<file path="config.mk">
export PLATFORM = sky130hd
export DESIGN_NAME = pipeline_hazard_ctrl
export DESIGN_NICKNAME = d
export VERILOG_FILES = /design/src/rtl/pipeline_hazard_ctrl_pkg.sv /design/src/rtl/pipeline_hazard_ctrl_load_use_detect.sv /design/src/rtl/pipeline_hazard_ctrl.sv
export SDC_FILE = /design/constraint.sdc
export NUM_CORES = 1
export LEC_CHECK = 0
export BUFFER_PORTS_ARGS = -buffer_cell sky130_fd_sc_hd__buf_4
export CAP_MARGIN = 25
export CORE_ASPECT_RATIO = 1.75
export CORE_MARGIN = 2
export CORE_UTILIZATION = 29
export CTS_CLUSTER_DIAMETER = 200
export DETAILED_ROUTE_END_ITERATION = 8
export PLACE_DENSITY_LB_ADDON = 0.15
export SLEW_MARGIN = 20
export SYNTH_ARGS = -nofsm -noshare
export SYNTH_HDL_FRONTEND = slang
export SYNTH_SLANG_ARGS = --single-unit
</file>
<file path="constraint.sdc">
create_clock -name clk -period 1.2 [get_ports clk]
set_clock_uncertainty 0.2 [all_clocks]
set_input_delay 0.06 -clock clk [delete_from_list [all_inputs] [get_ports clk]]
set_output_delay 0.06 -clock clk [all_outputs]
set_load 0.05 [all_outputs]
</file>
<file path="src/rtl/pipeline_hazard_ctrl_pkg.sv">
// Shared state encoding and constants for the pipeline hazard controller.
// Imported by pipeline_hazard_ctrl and load_use_detect.
package pipeline_hazard_ctrl_pkg;

  typedef enum logic [1:0] {
    ST_RUN   = 2'd0,
    ST_STALL = 2'd1,
    ST_FLUSH = 2'd2,
    ST_HALT  = 2'd3
  } hz_state_t;

  localparam logic [4:0] REG_X0 = 5'd0;

  // Width needed to hold the larger of the two cycle counts (at least 1 bit).
  function automatic int ccnt_width(input int a, input int b);
    int m;
    m = (a > b) ? a : b;
    return (m < 2) ? 1 : $clog2(m + 1);
  endfunction

endpackage

</file>
<file path="src/rtl/pipeline_hazard_ctrl_load_use_detect.sv">
// Combinational load-use hazard compare between the ID instruction and a load in EX.
// Loads targeting x0 never stall; rs2 only matters when the opcode reads it.
module load_use_detect
  import pipeline_hazard_ctrl_pkg::*;
(
  input  logic       id_valid,
  input  logic [4:0] id_rs1,
  input  logic [4:0] id_rs2,
  input  logic       id_uses_rs2,
  input  logic       ex_memread,
  input  logic [4:0] ex_rd,
  output logic       hazard
);

  assign hazard = id_valid & ex_memread & (ex_rd != REG_X0) &
                  ((ex_rd == id_rs1) | (id_uses_rs2 & (ex_rd == id_rs2)));

endmodule

</file>
<file path="src/rtl/pipeline_hazard_ctrl.sv">
// Pipeline sequencing around ID/EX: load-use stall, branch flush, halt on invalid opcode.
// Optional performance counters are built when HAZARD_PERF_CNT_EN is defined.
//
//  state | meaning
//  RUN   | normal issue; detects branch / invalid op / load-use hazard
//  STALL | front end held, ID/EX bubbled for the remaining stall cycles
//  FLUSH | IF/ID flushed, ID/EX bubbled for the remaining flush cycles
//  HALT  | core stopped on invalid opcode until reset
module pipeline_hazard_ctrl
  import pipeline_hazard_ctrl_pkg::*;
#(
  parameter int STALL_CYCLES = 1,
  parameter int FLUSH_CYCLES = 1,
  parameter int CNT_W        = 32
) (
  input  logic             clk,
  input  logic             rst_n,
  input  logic             id_valid,
  input  logic [4:0]       id_rs1,
  input  logic [4:0]       id_rs2,
  input  logic             id_uses_rs2,
  input  logic             id_inv_op,
  input  logic             ex_memread,
  input  logic [4:0]       ex_rd,
  input  logic             ex_branch_taken,
  output logic             pc_write,
  output logic             ifid_write,
  output logic             ifid_flush,
  output logic             idex_bubble,
  output logic             halted,
  output logic [CNT_W-1:0] stall_cnt,
  output logic [CNT_W-1:0] flush_cnt
);

  localparam int CCNT_W = ccnt_width(STALL_CYCLES, FLUSH_CYCLES);
  localparam logic [CCNT_W-1:0] STALL_LOAD = CCNT_W'(STALL_CYCLES - 1);
  localparam logic [CCNT_W-1:0] FLUSH_LOAD = CCNT_W'(FLUSH_CYCLES - 1);
  localparam logic [CCNT_W-1:0] CCNT_ONE   = CCNT_W'(1);

  hz_state_t         state, state_nxt;
  logic [CCNT_W-1:0] ccnt, ccnt_nxt;
  logic              hazard;
  logic              stall_evt, flush_evt;

  load_use_detect u_detect (
    .id_valid    (id_valid),
    .id_rs1      (id_rs1),
    .id_rs2      (id_rs2),
    .id_uses_rs2 (id_uses_rs2),
    .ex_memread  (ex_memread),
    .ex_rd       (ex_rd),
    .hazard      (hazard)
  );

  always_ff @(posedge clk or negedge rst_n) begin
    if (!rst_n) begin
      state <= ST_RUN;
      ccnt  <= '0;
    end else begin
      state <= state_nxt;
      ccnt  <= ccnt_nxt;
    end
  end

  always_comb begin
    state_nxt   = state;
    ccnt_nxt    = ccnt;
    pc_write    = 1'b1;
    ifid_write  = 1'b1;
    ifid_flush  = 1'b0;
    idex_bubble = 1'b0;
    halted      = 1'b0;
    stall_evt   = 1'b0;
    flush_evt   = 1'b0;
    case (state)
      ST_RUN: begin
        if (ex_branch_taken) begin
          ifid_flush  = 1'b1;
          idex_bubble = 1'b1;
          flush_evt   = 1'b1;
          if (FLUSH_CYCLES > 1) begin
            state_nxt = ST_FLUSH;
            ccnt_nxt  = FLUSH_LOAD;
          end
        end else if (id_inv_op && id_valid) begin
          pc_write    = 1'b0;
          ifid_write  = 1'b0;
          idex_bubble = 1'b1;
          state_nxt   = ST_HALT;
        end else if (hazard) begin
          pc_write    = 1'b0;
          ifid_write  = 1'b0;
          idex_bubble = 1'b1;
          stall_evt   = 1'b1;
          if (STALL_CYCLES > 1) begin
            state_nxt = ST_STALL;
            ccnt_nxt  = STALL_LOAD;
          end
        end
      end
      // EX holds a bubble here, so branch and hazard inputs are not meaningful.
      ST_STALL: begin
        pc_write    = 1'b0;
        ifid_write  = 1'b0;
        idex_bubble = 1'b1;
        stall_evt   = 1'b1;
        if (ccnt == CCNT_ONE) state_nxt = ST_RUN;
        else                  ccnt_nxt  = ccnt - CCNT_ONE;
      end
      ST_FLUSH: begin
        ifid_flush  = 1'b1;
        idex_bubble = 1'b1;
        if (ex_branch_taken) begin
          flush_evt = 1'b1;
          ccnt_nxt  = FLUSH_LOAD;
        end else if (ccnt == CCNT_ONE) begin
          state_nxt = ST_RUN;
        end else begin
          ccnt_nxt  = ccnt - CCNT_ONE;
        end
      end
      ST_HALT: begin
        pc_write    = 1'b0;
        ifid_write  = 1'b0;
        idex_bubble = 1'b1;
        halted      = 1'b1;
      end
      default: state_nxt = ST_RUN;
    endcase
    // Hold the front end and present a NOP downstream for the whole reset window.
    if (!rst_n) begin
      pc_write    = 1'b0;
      ifid_write  = 1'b0;
      ifid_flush  = 1'b1;
      idex_bubble = 1'b1;
      halted      = 1'b0;
    end
  end

`ifdef HAZARD_PERF_CNT_EN
  logic [CNT_W-1:0] stall_cnt_q, flush_cnt_q;

  always_ff @(posedge clk or negedge rst_n) begin
    if (!rst_n) begin
      stall_cnt_q <= '0;
      flush_cnt_q <= '0;
    end else begin
      if (stall_evt && (stall_cnt_q != '1)) stall_cnt_q <= stall_cnt_q + 1'b1;
      if (flush_evt && (flush_cnt_q != '1)) flush_cnt_q <= flush_cnt_q + 1'b1;
    end
  end

  assign stall_cnt = stall_cnt_q;
  assign flush_cnt = flush_cnt_q;
`else
  logic unused_evt;
  assign unused_evt = stall_evt ^ flush_evt;
  assign stall_cnt  = '0;
  assign flush_cnt  = '0;
`endif

endmodule

</file>
### Word-level counts from Yosys, hierarchy flattened

Cells that the tools add are included.
Widths: inputs -> output; s select.

| storage, ports and cells | value |
|---|---|
| flip-flop bits (word level) | 3 |
| input port bits | 22 |
| output and inout port bits | 69 |

| operators by class | value |
|---|---|
| $add $sub $neg | 1 |
| equality and inequality tests | 8 |
| muxes and demuxes | 23 |
| bitwise operators | 5 |
| reductions and logical operators | 8 |

Operators by type and width:

| operator | count |
|---|---|
| $mux 1 | 14 |
| $eq 5x5->1 | 2 |
| $mux 2 | 4 |
| $pmux 1 s2 | 4 |
| $ne 2x2->1 const B | 3 |
| $pmux 2 s3 | 1 |
| $reduce_bool 5->1 | 1 |
| $and 1x1->1 | 4 |
| $eq 2x2->1 const B | 2 |
| $reduce_and 4->1 | 1 |
| $reduce_bool 3->1 | 1 |
| $reduce_or 3->1 | 1 |
| $eq 2x1->1 const B | 1 |
| $logic_not 2->1 | 1 |
| $reduce_bool 2->1 | 1 |
| $reduce_or 2->1 | 1 |
| $logic_and 1x1->1 | 1 |
| $or 1x1->1 | 1 |
| $sub 1x1->1 const B | 1 |

### Depth between registers and ports, before layout

Gate-level depths: netlist (run 1).

| depth | value |
|---|---|
| word-level depth | 9 |
| depth in mapped cells | 5 |
| gate-level depth less buffers | 4 |

### Modules after synthesis

A second synthesis (run 1) with hierarchy kept.

| unflattened totals | value |
|---|---|
| cell total of the unflattened synthesis | 92 |
| area total of the unflattened synthesis | 699.4 sq um |

Modules (own cells, without submodules):

| module | instances | cells an instance | area an instance (sq um) | sequential area each (sq um) |
|---|---|---|---|---|
| pipeline_hazard_ctrl | 1 | 75 | 565.5 | 25.0 |
| load_use_detect | 1 | 17 | 133.9 | 0.0 |

### Worst setup path before layout (run 1)

Ideal clock, no wire load.

| path | value |
|---|---|
| path kind | input port to output port |
| from | input ex_rd[1] |
| to | output pc_write |
| arrival time | 1.556 ns |
| required time | 0.940 ns |
| path slack | -0.616 ns |
| cell stages on the path | 4 |
| buffers on the path | 1 |
| cell sequence | or4_1 > o211ai_1 > o311a_1 > buf_4 |

| between the ends | value |
|---|---|
| longest elaborated chain between the ends | 9 |
| elaborated cells between the ends (all ways) | 12 |
| those cells by class | 2 x eq/ne; 5 x mux; 4 x bitwise; 1 x reduce/logical |

RTL lines:

| what | line | RTL |
|---|---|---|
| start, declared | pipeline_hazard_ctrl.sv:24 | `input logic [4:0] ex_rd,` |
| $eq 5x5->1 | pipeline_hazard_ctrl_load_use_detect.sv:16 | `((ex_rd == id_rs1) \| (id_uses_rs2 & (ex_rd == id_rs2)));` |
| $and 1x1->1 | pipeline_hazard_ctrl_load_use_detect.sv:16 |  |
| $or 1x1->1 | pipeline_hazard_ctrl_load_use_detect.sv:16 |  |
| $and 1x1->1 (*) | pipeline_hazard_ctrl_load_use_detect.sv:15 | `assign hazard = id_valid & ex_memread & (ex_rd != REG_X0) &` |
| $mux 1 (*) (3 in series) | -- |  |
| $pmux 1 s2 (*) | -- |  |
| $mux 1 (*) | -- |  |
| end, declared | pipeline_hazard_ctrl.sv:26 | `output logic pc_write,` |

Mark *: on every way between the ends. The rest lies on a longest branch, timed or not.

### Final worst setup path (run 1)

| path | value |
|---|---|
| from | input ex_rd[3] |
| to | output ifid_write |

| between the ends | value |
|---|---|
| longest elaborated chain between the ends | 9 |
| elaborated cells between the ends (all ways) | 12 |
| those cells by class | 2 x eq/ne; 5 x mux; 4 x bitwise; 1 x reduce/logical |

RTL lines:

| what | line | RTL |
|---|---|---|
| $eq 5x5->1 | pipeline_hazard_ctrl_load_use_detect.sv:16 |  |
| $and 1x1->1 | pipeline_hazard_ctrl_load_use_detect.sv:16 |  |
| $or 1x1->1 | pipeline_hazard_ctrl_load_use_detect.sv:16 |  |
| $and 1x1->1 (*) | pipeline_hazard_ctrl_load_use_detect.sv:15 |  |
| $mux 1 (*) | pipeline_hazard_ctrl.sv:90 | `end else if (hazard) begin` |
| $mux 1 (*) | pipeline_hazard_ctrl.sv:85 | `end else if (id_inv_op && id_valid) begin` |
| $mux 1 (*) | pipeline_hazard_ctrl.sv:77 | `if (ex_branch_taken) begin` |
| $pmux 1 s2 (*) | pipeline_hazard_ctrl.sv:75 | `case (state)` |
| $mux 1 (*) | pipeline_hazard_ctrl.sv:131 | `if (!rst_n) begin` |
| end, declared | pipeline_hazard_ctrl.sv:27 | `output logic ifid_write,` |

Marks and branches as above.

==> results by group, run 1 <==
GRT
  • Initial antenna violation count: 0
  • Global-route wire length before repair: 1510 um
  • Global-route usage over all layers: 6.83%
  • Largest net degree at the start of global routing: 5
  • Grt met1 use: 6.14%
  • Met2 GRT Util: ~14%
  • Vias in the first global route: 362
  • GR met3 Demand/Resource: 1.28%
  • GR Overflow Total: 0
  • Busiest layer in global routing: met2

Worst setup path
  • R2R depth: 2
  • Startpoint types: input port
  • Crit path buf inv count: 3
  • Worst setup path category: in2out
  • Arr. time, crit path: 1.36 ns
  • Largest fanout on the critical path: 3
  • R2R setup slack: 0.25 ns
  • Reg2reg start: state[0]$_DFFE_PN0P_
  • Slowest library cell on the worst path: or4_4
  • Most numerous cell on the critical path: buf_8
  • Crit path required time: between 0.9 and 1 ns
  • Cell family with the largest share of critical-path delay: simple AND/OR/NAND/NOR gates
  • CP max stage delay: 0.54 ns
  • R2R Path End: state[0]$_DFFE_PN0P_
  • Crit path capture type: output port
  • CP Cell Sequence: buf_8 -> or4_4 -> o211ai_1 -> buf_4 -> o311a_4 -> buf_8

Placement
  • Port Buffers: 26
  • GPL Wtd Cong: 0.627
  • Placed cells: 144
  • Cell area after placement: 723 um^2
  • HPWL after detailed placement: 1120 um
  • Pre-CTS worst setup slack: -0.531 ns

Detailed routing
  • DR DRC count: 0
  • Routed Antenna Nets: 0
  • Drt wl/cell: 8.47 um
  • Post-Route WL: roughly 1300 um
  • Via count: 490
  • Drt pass-1 iters: 3
  • Via density: 3.31
  • DR iter-0 viols: 6

Synthesis
  • Post-synth top area cell: buf_4
  • Top cells by area, synth: buf_4 (69%), xor2_1 (11%), dfrtp_1 (3.6%), nor4_2 (1.8%), o311a_1 (1.4%)
  • Sequential share of the synthesized area: 3.55%
  • Flops & latches, synth: 1
  • Synth Area per Inst: 7.66 um^2
  • Share of the synthesized area in the top cell type: 69.3%
  • Synth Instances: 92
  • Yosys Warn Count: 0
  • Unique masters post-synth: 20
  • Netlist Area Pre-Place: 704 um^2

Die
  • Row cnt: 23
  • CORE AREA: 2300 um^2
  • Die outline area: ~2900 um^2
  • DIE WIDTH: 41.3 um
  • Top-Level Pins: between 90 and 100
  • Initial core utilization: 30.6%
  • DIE HEIGHT: 69.2 um

Flow run
  • Max-Cap Viols: 0

STA
  • Min cycle time layout: 1.62 ns
  • Final hold slack: 0.176 ns
  • Setup_tns: -1.23 ns
  • RSZ-0062 raised after global routing: true
  • Fin. max-slew vios: 0
  • Smallest setup slack after layout: -0.424 ns
  • Tcrit/Tclk final: 135%
  • Setup violations, final: 3
  • Fmax: 0.616 GHz
  • Final Hold Viols: 0

Layout
  • Commonest non-fill, non-tap cells in the layout: conb_1 (64), buf_4 (26), xor2_1 (8), buf_8 (4), buf_6 (2)
  • Diode count: 0
  • Max reg flops: 1
  • Final instance area: 812 um^2
  • Most common cell after layout, fill and taps aside: conb_1
  • Final core utilization: between 30% and 40%
  • Top Registers: state (1)
  • Area delta synth->final: 15.3%
  • Number of nets in the layout: 147
  • Biggest register: state
  • Fillers: 266
  • Final Non-Filler Cells: 148
  • Layout cell share with drive strength beyond 1: 31.7%

Power
  • Peak supply drop: 0.000274 V
  • Total power draw: approximately 0.63 mW
  • Leakage: 0.461 nW
  • Cell Pwr Density: 780 nW/um^2

Clocking
  • Clock transition at the registers of the reported paths: 0 ns
  • Worst-Skew Late Latency: 0 ns

Outcome
  • Failing checks: setup timing
  • Status: complete, but fails checks

Worst hold path
  • Worst Hold Path EP: state[0]$_DFFE_PN0P_
  • Hold_sp: id_valid
  • Hold path cells: 3
  • Worst Hold Class: in2reg
## report_power, final
group / leakage [nW] / switching, mW / internal, mW
registers: 0.00875 / 0.0000408 / 0.0344
clock network: 0 / 0 / 0
logic: 0.453 / 0.506 / 0.0923
total: 0.461 / 0.506 / 0.127
## logic make-up (layout without fill, tap and decap cells)
kind of cell | count (synthesis) | after routing | share of synthesized area, %
buf+inv | 66 | 34 | 69.8
xor+xnor | 10 | 10 | 12.4
simple gates | 9 | 9 | 7.99
compound gates | 5 | 5 | 5.68
other cells | 1 | 64 | 0.532
flops | 1 | 1 | 3.55
## synth_stat cells
master,n
xor2_1,9
buf_4,65
nand2b_1,1
nor2_1,1
o2111ai_1,1
nor2b_1,1
and2_1,1
inv_1,1
conb_1,1
nor4_2,1
nand2_1,1
o21ai_0,1
nand3_1,1
o211ai_1,1
or4_1,1
xnor2_1,1
nor3_1,1
a32oi_1,1
dfrtp_1,1
o311a_1,1
## cell type report
type | count | area, um^2 | share of cell area [%]
Multi-Input combinational cell | 88 | 464 | 57.2
Timing Repair Buffer | 33 | 288 | 35.4
Tap cell | 25 | 31.3 | 3.85
Sequential cell | 1 | 25.0 | 3.08
Inverter | 1 | 3.75 | 0.462
## worst min-delay path, delay by kind of cell
family / cells / cell delay [ns]
simple gates: 2 / 0.18
buf+inv: 1 / 0.09
## worst max-delay path by stage
| stage | startpoint | end | slack, ns | cells past startpoint |
|---|---|---|---|---|
| after global placement | ex_rd[1] | pc_write | -0.49 | 5 |
| after floorplan | ex_rd[1] | pc_write | -0.41 | 4 |
| after CTS | ex_rd[1] | pc_write | -0.47 | 5 |
| after detailed placement | ex_rd[1] | pc_write | -0.53 | 5 |
| after global routing | ex_rd[3] | ifid_write | -0.45 | 6 |
| final | ex_rd[3] | ifid_write | -0.42 | 6 |
## metal layers
metal | share of wire (%) | wire [um]
met1 | 24 | 297
met3 | 22 | 275
met5 | 0 | 0
met2 | 54 | 681
met4 | 0 | 0
## timing repair
item / CTS / global route
buffers inserted: 1 / 2
resized for setup: 8 / 5
hold buffers: 1 / 0
endpoints found under the setup margin: 3 / 3
endpoints found under the hold margin: 1 / 0
pin swaps: 1 / 7
(Power assumes the default switching activity.)
==> inputs of run 2 (changes only) <==
--- a/config.mk
+++ b/config.mk
@@ -7,12 +7,11 @@
 export LEC_CHECK = 0
 export BUFFER_PORTS_ARGS = -buffer_cell sky130_fd_sc_hd__buf_4
 export CAP_MARGIN = 25
-export CORE_ASPECT_RATIO = 1.75
 export CORE_MARGIN = 2
-export CORE_UTILIZATION = 29
+export CORE_UTILIZATION = 32
 export CTS_CLUSTER_DIAMETER = 200
 export DETAILED_ROUTE_END_ITERATION = 8
-export PLACE_DENSITY_LB_ADDON = 0.15
+export PLACE_DENSITY_LB_ADDON = 0.1
 export SLEW_MARGIN = 20
 export SYNTH_ARGS = -nofsm -noshare
 export SYNTH_HDL_FRONTEND = slang
==> constraint.sdc (replaced) <==
create_clock -name clk -period 1.6 [get_ports clk]
set_clock_uncertainty 0.2 [all_clocks]
set_input_delay 0.08 -clock clk [delete_from_list [all_inputs] [get_ports clk]]
set_output_delay 0.08 -clock clk [all_outputs]
set_load 0.05 [all_outputs]
==> run 2 against run 1 <==
  * The run still ends with setup timing left
  * Combinational power fell by 27%
  * Global-route usage increased by 0.50 points
  * Final cell count down 0.68%
  * Setup slack improved by 0.35 ns
  * Sequential cell count is the same
  * Sequential power shrank 25%
  * Worst hold slack better by 0.0046 ns
  * Routed wire length shrank 9.6%
  * Power decreased by 27%
  * First-iteration DRC count shrank 83%
  * Register-to-register slack better by 0.51 ns
  * Die area shrank 9.2%
==> results by group, run 2 (synthesis results as in run 1) <==
Outcome
  • Status: complete, but fails checks (unchanged)
  • Failing checks: setup timing (unchanged)

Die
  • Initial core utilization: 34.8% (was 30.6%)
  • Die outline area: 2590 um^2 (was 2850 um^2)
  • DIE HEIGHT: 50.9 um (was 69.2 um)
  • DIE WIDTH: 50.9 um (was 41.3 um)
  • Top-Level Pins: 91 (unchanged)
  • CORE AREA: 2020 um^2 (was 2300 um^2)
  • Row cnt: 16 (was 23)

Placement
  • Cell area after placement: 712 um^2 (was 723 um^2)
  • Port Buffers: 26 (unchanged)
  • GPL Wtd Cong: 0.696 (was 0.627)
  • HPWL after detailed placement: 1040 um (was 1120 um)

GRT
  • Vias in the first global route: 353 (was 362)
  • GR Overflow Total: 0 (unchanged)
  • Largest net degree at the start of global routing: 5 (unchanged)
  • Global-route usage over all layers: 7.33% (was 6.83%)
  • Global-route wire length before repair: 1520 um (was 1510 um)
  • Initial antenna violation count: 0 (unchanged)

Layout
  • Area delta synth->final: 7.28% (was 15.3%)
  • Fillers: 229 (was 266)
  • Most common cell after layout, fill and taps aside: conb_1 (unchanged)
  • Final instance area: 756 um^2 (was 812 um^2)
  • Multi-input logic area: 439 um^2 (was 464 um^2)
  • Seq. cell area: 25.0 um^2 (unchanged)
  • Top Registers: state (1) (unchanged)
  • Layout cell share with drive strength beyond 1: 27.5% (was 31.7%)
  • Diode count: 0 (unchanged)
  • Number of nets in the layout: 144 (was 147)
  • Max reg flops: 1 (unchanged)
  • Commonest non-fill, non-tap cells in the layout: conb_1 (64), buf_4 (23), xor2_1 (8), buf_6 (5) (was conb_1 (64), buf_4 (26), xor2_1 (8), buf_8 (4), buf_6 (2))
  • Biggest register: state (unchanged)

Power
  • Net switching power: 0.373 mW (was 0.506 mW)
  • Sequential power share: 5.6% (was 5.4%)
  • Pint: 0.0882 mW (was 0.127 mW)
  • Clock group share of total power: 0% (about the same)
  • Leakage: 0.433 nW (was 0.461 nW)
  • Total power draw: 0.462 mW (was 0.633 mW)
  • Sw Ratio: 80.9% (was 80.0%)
  • Combinational Power Share: 94.4% (was 94.6%)
  • Peak supply drop: 0.000251 V (was 0.000274 V)
  • Cell Pwr Density: 611 nW/um^2 (was 780 nW/um^2)

STA
  • Tcrit/Tclk final: 104%
  • Min cycle time layout: 1.67 ns
  • Final Hold Viols: 0 (unchanged)
  • Final hold slack: 0.180 ns (was 0.176 ns)
  • Smallest setup slack after layout: -0.0700 ns (was -0.424 ns)
  • RSZ-0062 raised after global routing: true (unchanged)
  • Setup violations, final: 2 (was 3)
  • Fin. max-slew vios: 0 (unchanged)
  • Fmax: approximately 0.60 GHz

Clocking
  • Clock transition at the registers of the reported paths: 0 ns (about the same)
  • Setup Fix Bufs, Post-CTS: 0 (was 1)
  • Worst-Skew Late Latency: 0 ns (about the same)

Worst setup path
  • Crit path capture type: output port (unchanged)
  • Setup crit start: id_rs2[2] (was ex_rd[3])
  • R2R Path End: state[0]$_DFFE_PN0P_ (unchanged)
  • Worst setup path category: in2out (unchanged)
  • Startpoint types: input port (unchanged)
  • Crit path required time: 1.32 ns (was 0.94 ns)
  • Reg2reg start: state[0]$_DFFE_PN0P_ (unchanged)
  • R2R depth: 1 (was 2)
  • R2R setup slack: 0.76 ns (was 0.25 ns)
  • Arr. time, crit path: 1.39 ns (was 1.36 ns)
  • Largest fanout on the critical path: 2 (was 3)
  • CP endpoint: pc_write (was ifid_write)

Detailed routing
  • Drt pass-1 iters: 2 (was 3)
  • Routed Antenna Nets: 0 (unchanged)
  • DR DRC count: 0 (unchanged)
  • Post-Route WL: 1130 um (was 1250 um)
  • Drt wl/cell: 7.71 um (was 8.47 um)
  • Via count: 457 (was 490)
  • DR iter-0 viols: 1 (was 6)
  • Via density: 3.11 (was 3.31)

Flow run
  • Max-Cap Viols: 0 (unchanged)

Worst hold path
  • Worst Hold Class: in2reg (unchanged)
[run 2: worst min path at each step]
stage	cells after the start	to	from	slack (ns)
global route	3	state[0]$_DFFE_PN0P_	id_valid	0.22
finish	3	state[0]$_DFFE_PN0P_	id_valid	0.18
global placement	1	state[0]$_DFFE_PN0P_	rst_n	-0.33
floorplan	0	state[0]$_DFFE_PN0P_	rst_n	-0.42
detailed placement	1	state[0]$_DFFE_PN0P_	rst_n	-0.33
CTS	3	state[0]$_DFFE_PN0P_	id_valid	0.18
[run 2: timing repair]
item,CTS,global route
setup endpoints to repair,3,3
gates resized for setup,7,1
pin swaps,3,1
endpoints found under the hold margin,1,0
hold buffers,1,0
[run 2: layer usage]
metal | track usage, % | vias to the layer above | part of all wire (%)
li1 | - | 220 | -
met1 | 8.26 | 199 | 28
met2 | 15.8 | 38 | 63
met3 | 0 | 0 | 9.3
met4 | 0 | 0 | 0
met5 | 0 | - | 0
[run 2: layout make-up]
type	count	area share, %
Inverter	1	0.497
Multi-Input combinational cell	88	58.1
Sequential cell	1	3.31
Tap cell	27	4.47
Timing Repair Buffer	30	33.6
[run 2: power groups by stage]
| stage | Clock, mW | Combinational [mW] | Sequential, mW |
|---|---|---|---|
| floorplan | 0 | 0.487 | 0.0259 |
| global route | 0 | 0.454 | 0.0259 |
| CTS | 0 | 0.431 | 0.0259 |
| finish | 0 | 0.436 | 0.0259 |
| detailed placement | 0 | 0.426 | 0.0259 |
| global placement | 0 | 0.427 | 0.0259 |
[run 2: critical path, cell delays in order]
cell	delay, ns
buf_6	0.10
xor2_2	0.16
nor4_2	0.29
a32oi_1	0.15
o311a_2	0.43
buf_6	0.17
[run 2: per-stage QoR]
stage	instances	worst slack, ns	setup TNS (ns)	utilization (%)
2_1_floorplan	155	-0.114	-0.114	-
3_3_place_gp	146	-0.117	-0.311	35.2
3_5_place_dp	146	-0.118	-0.302	35.2
4_1_cts	147	-0.0826	-0.161	37.0
5_1_grt	147	-0.139	-0.319	37.4
6_report	147	-0.0700	-0.138	37.4
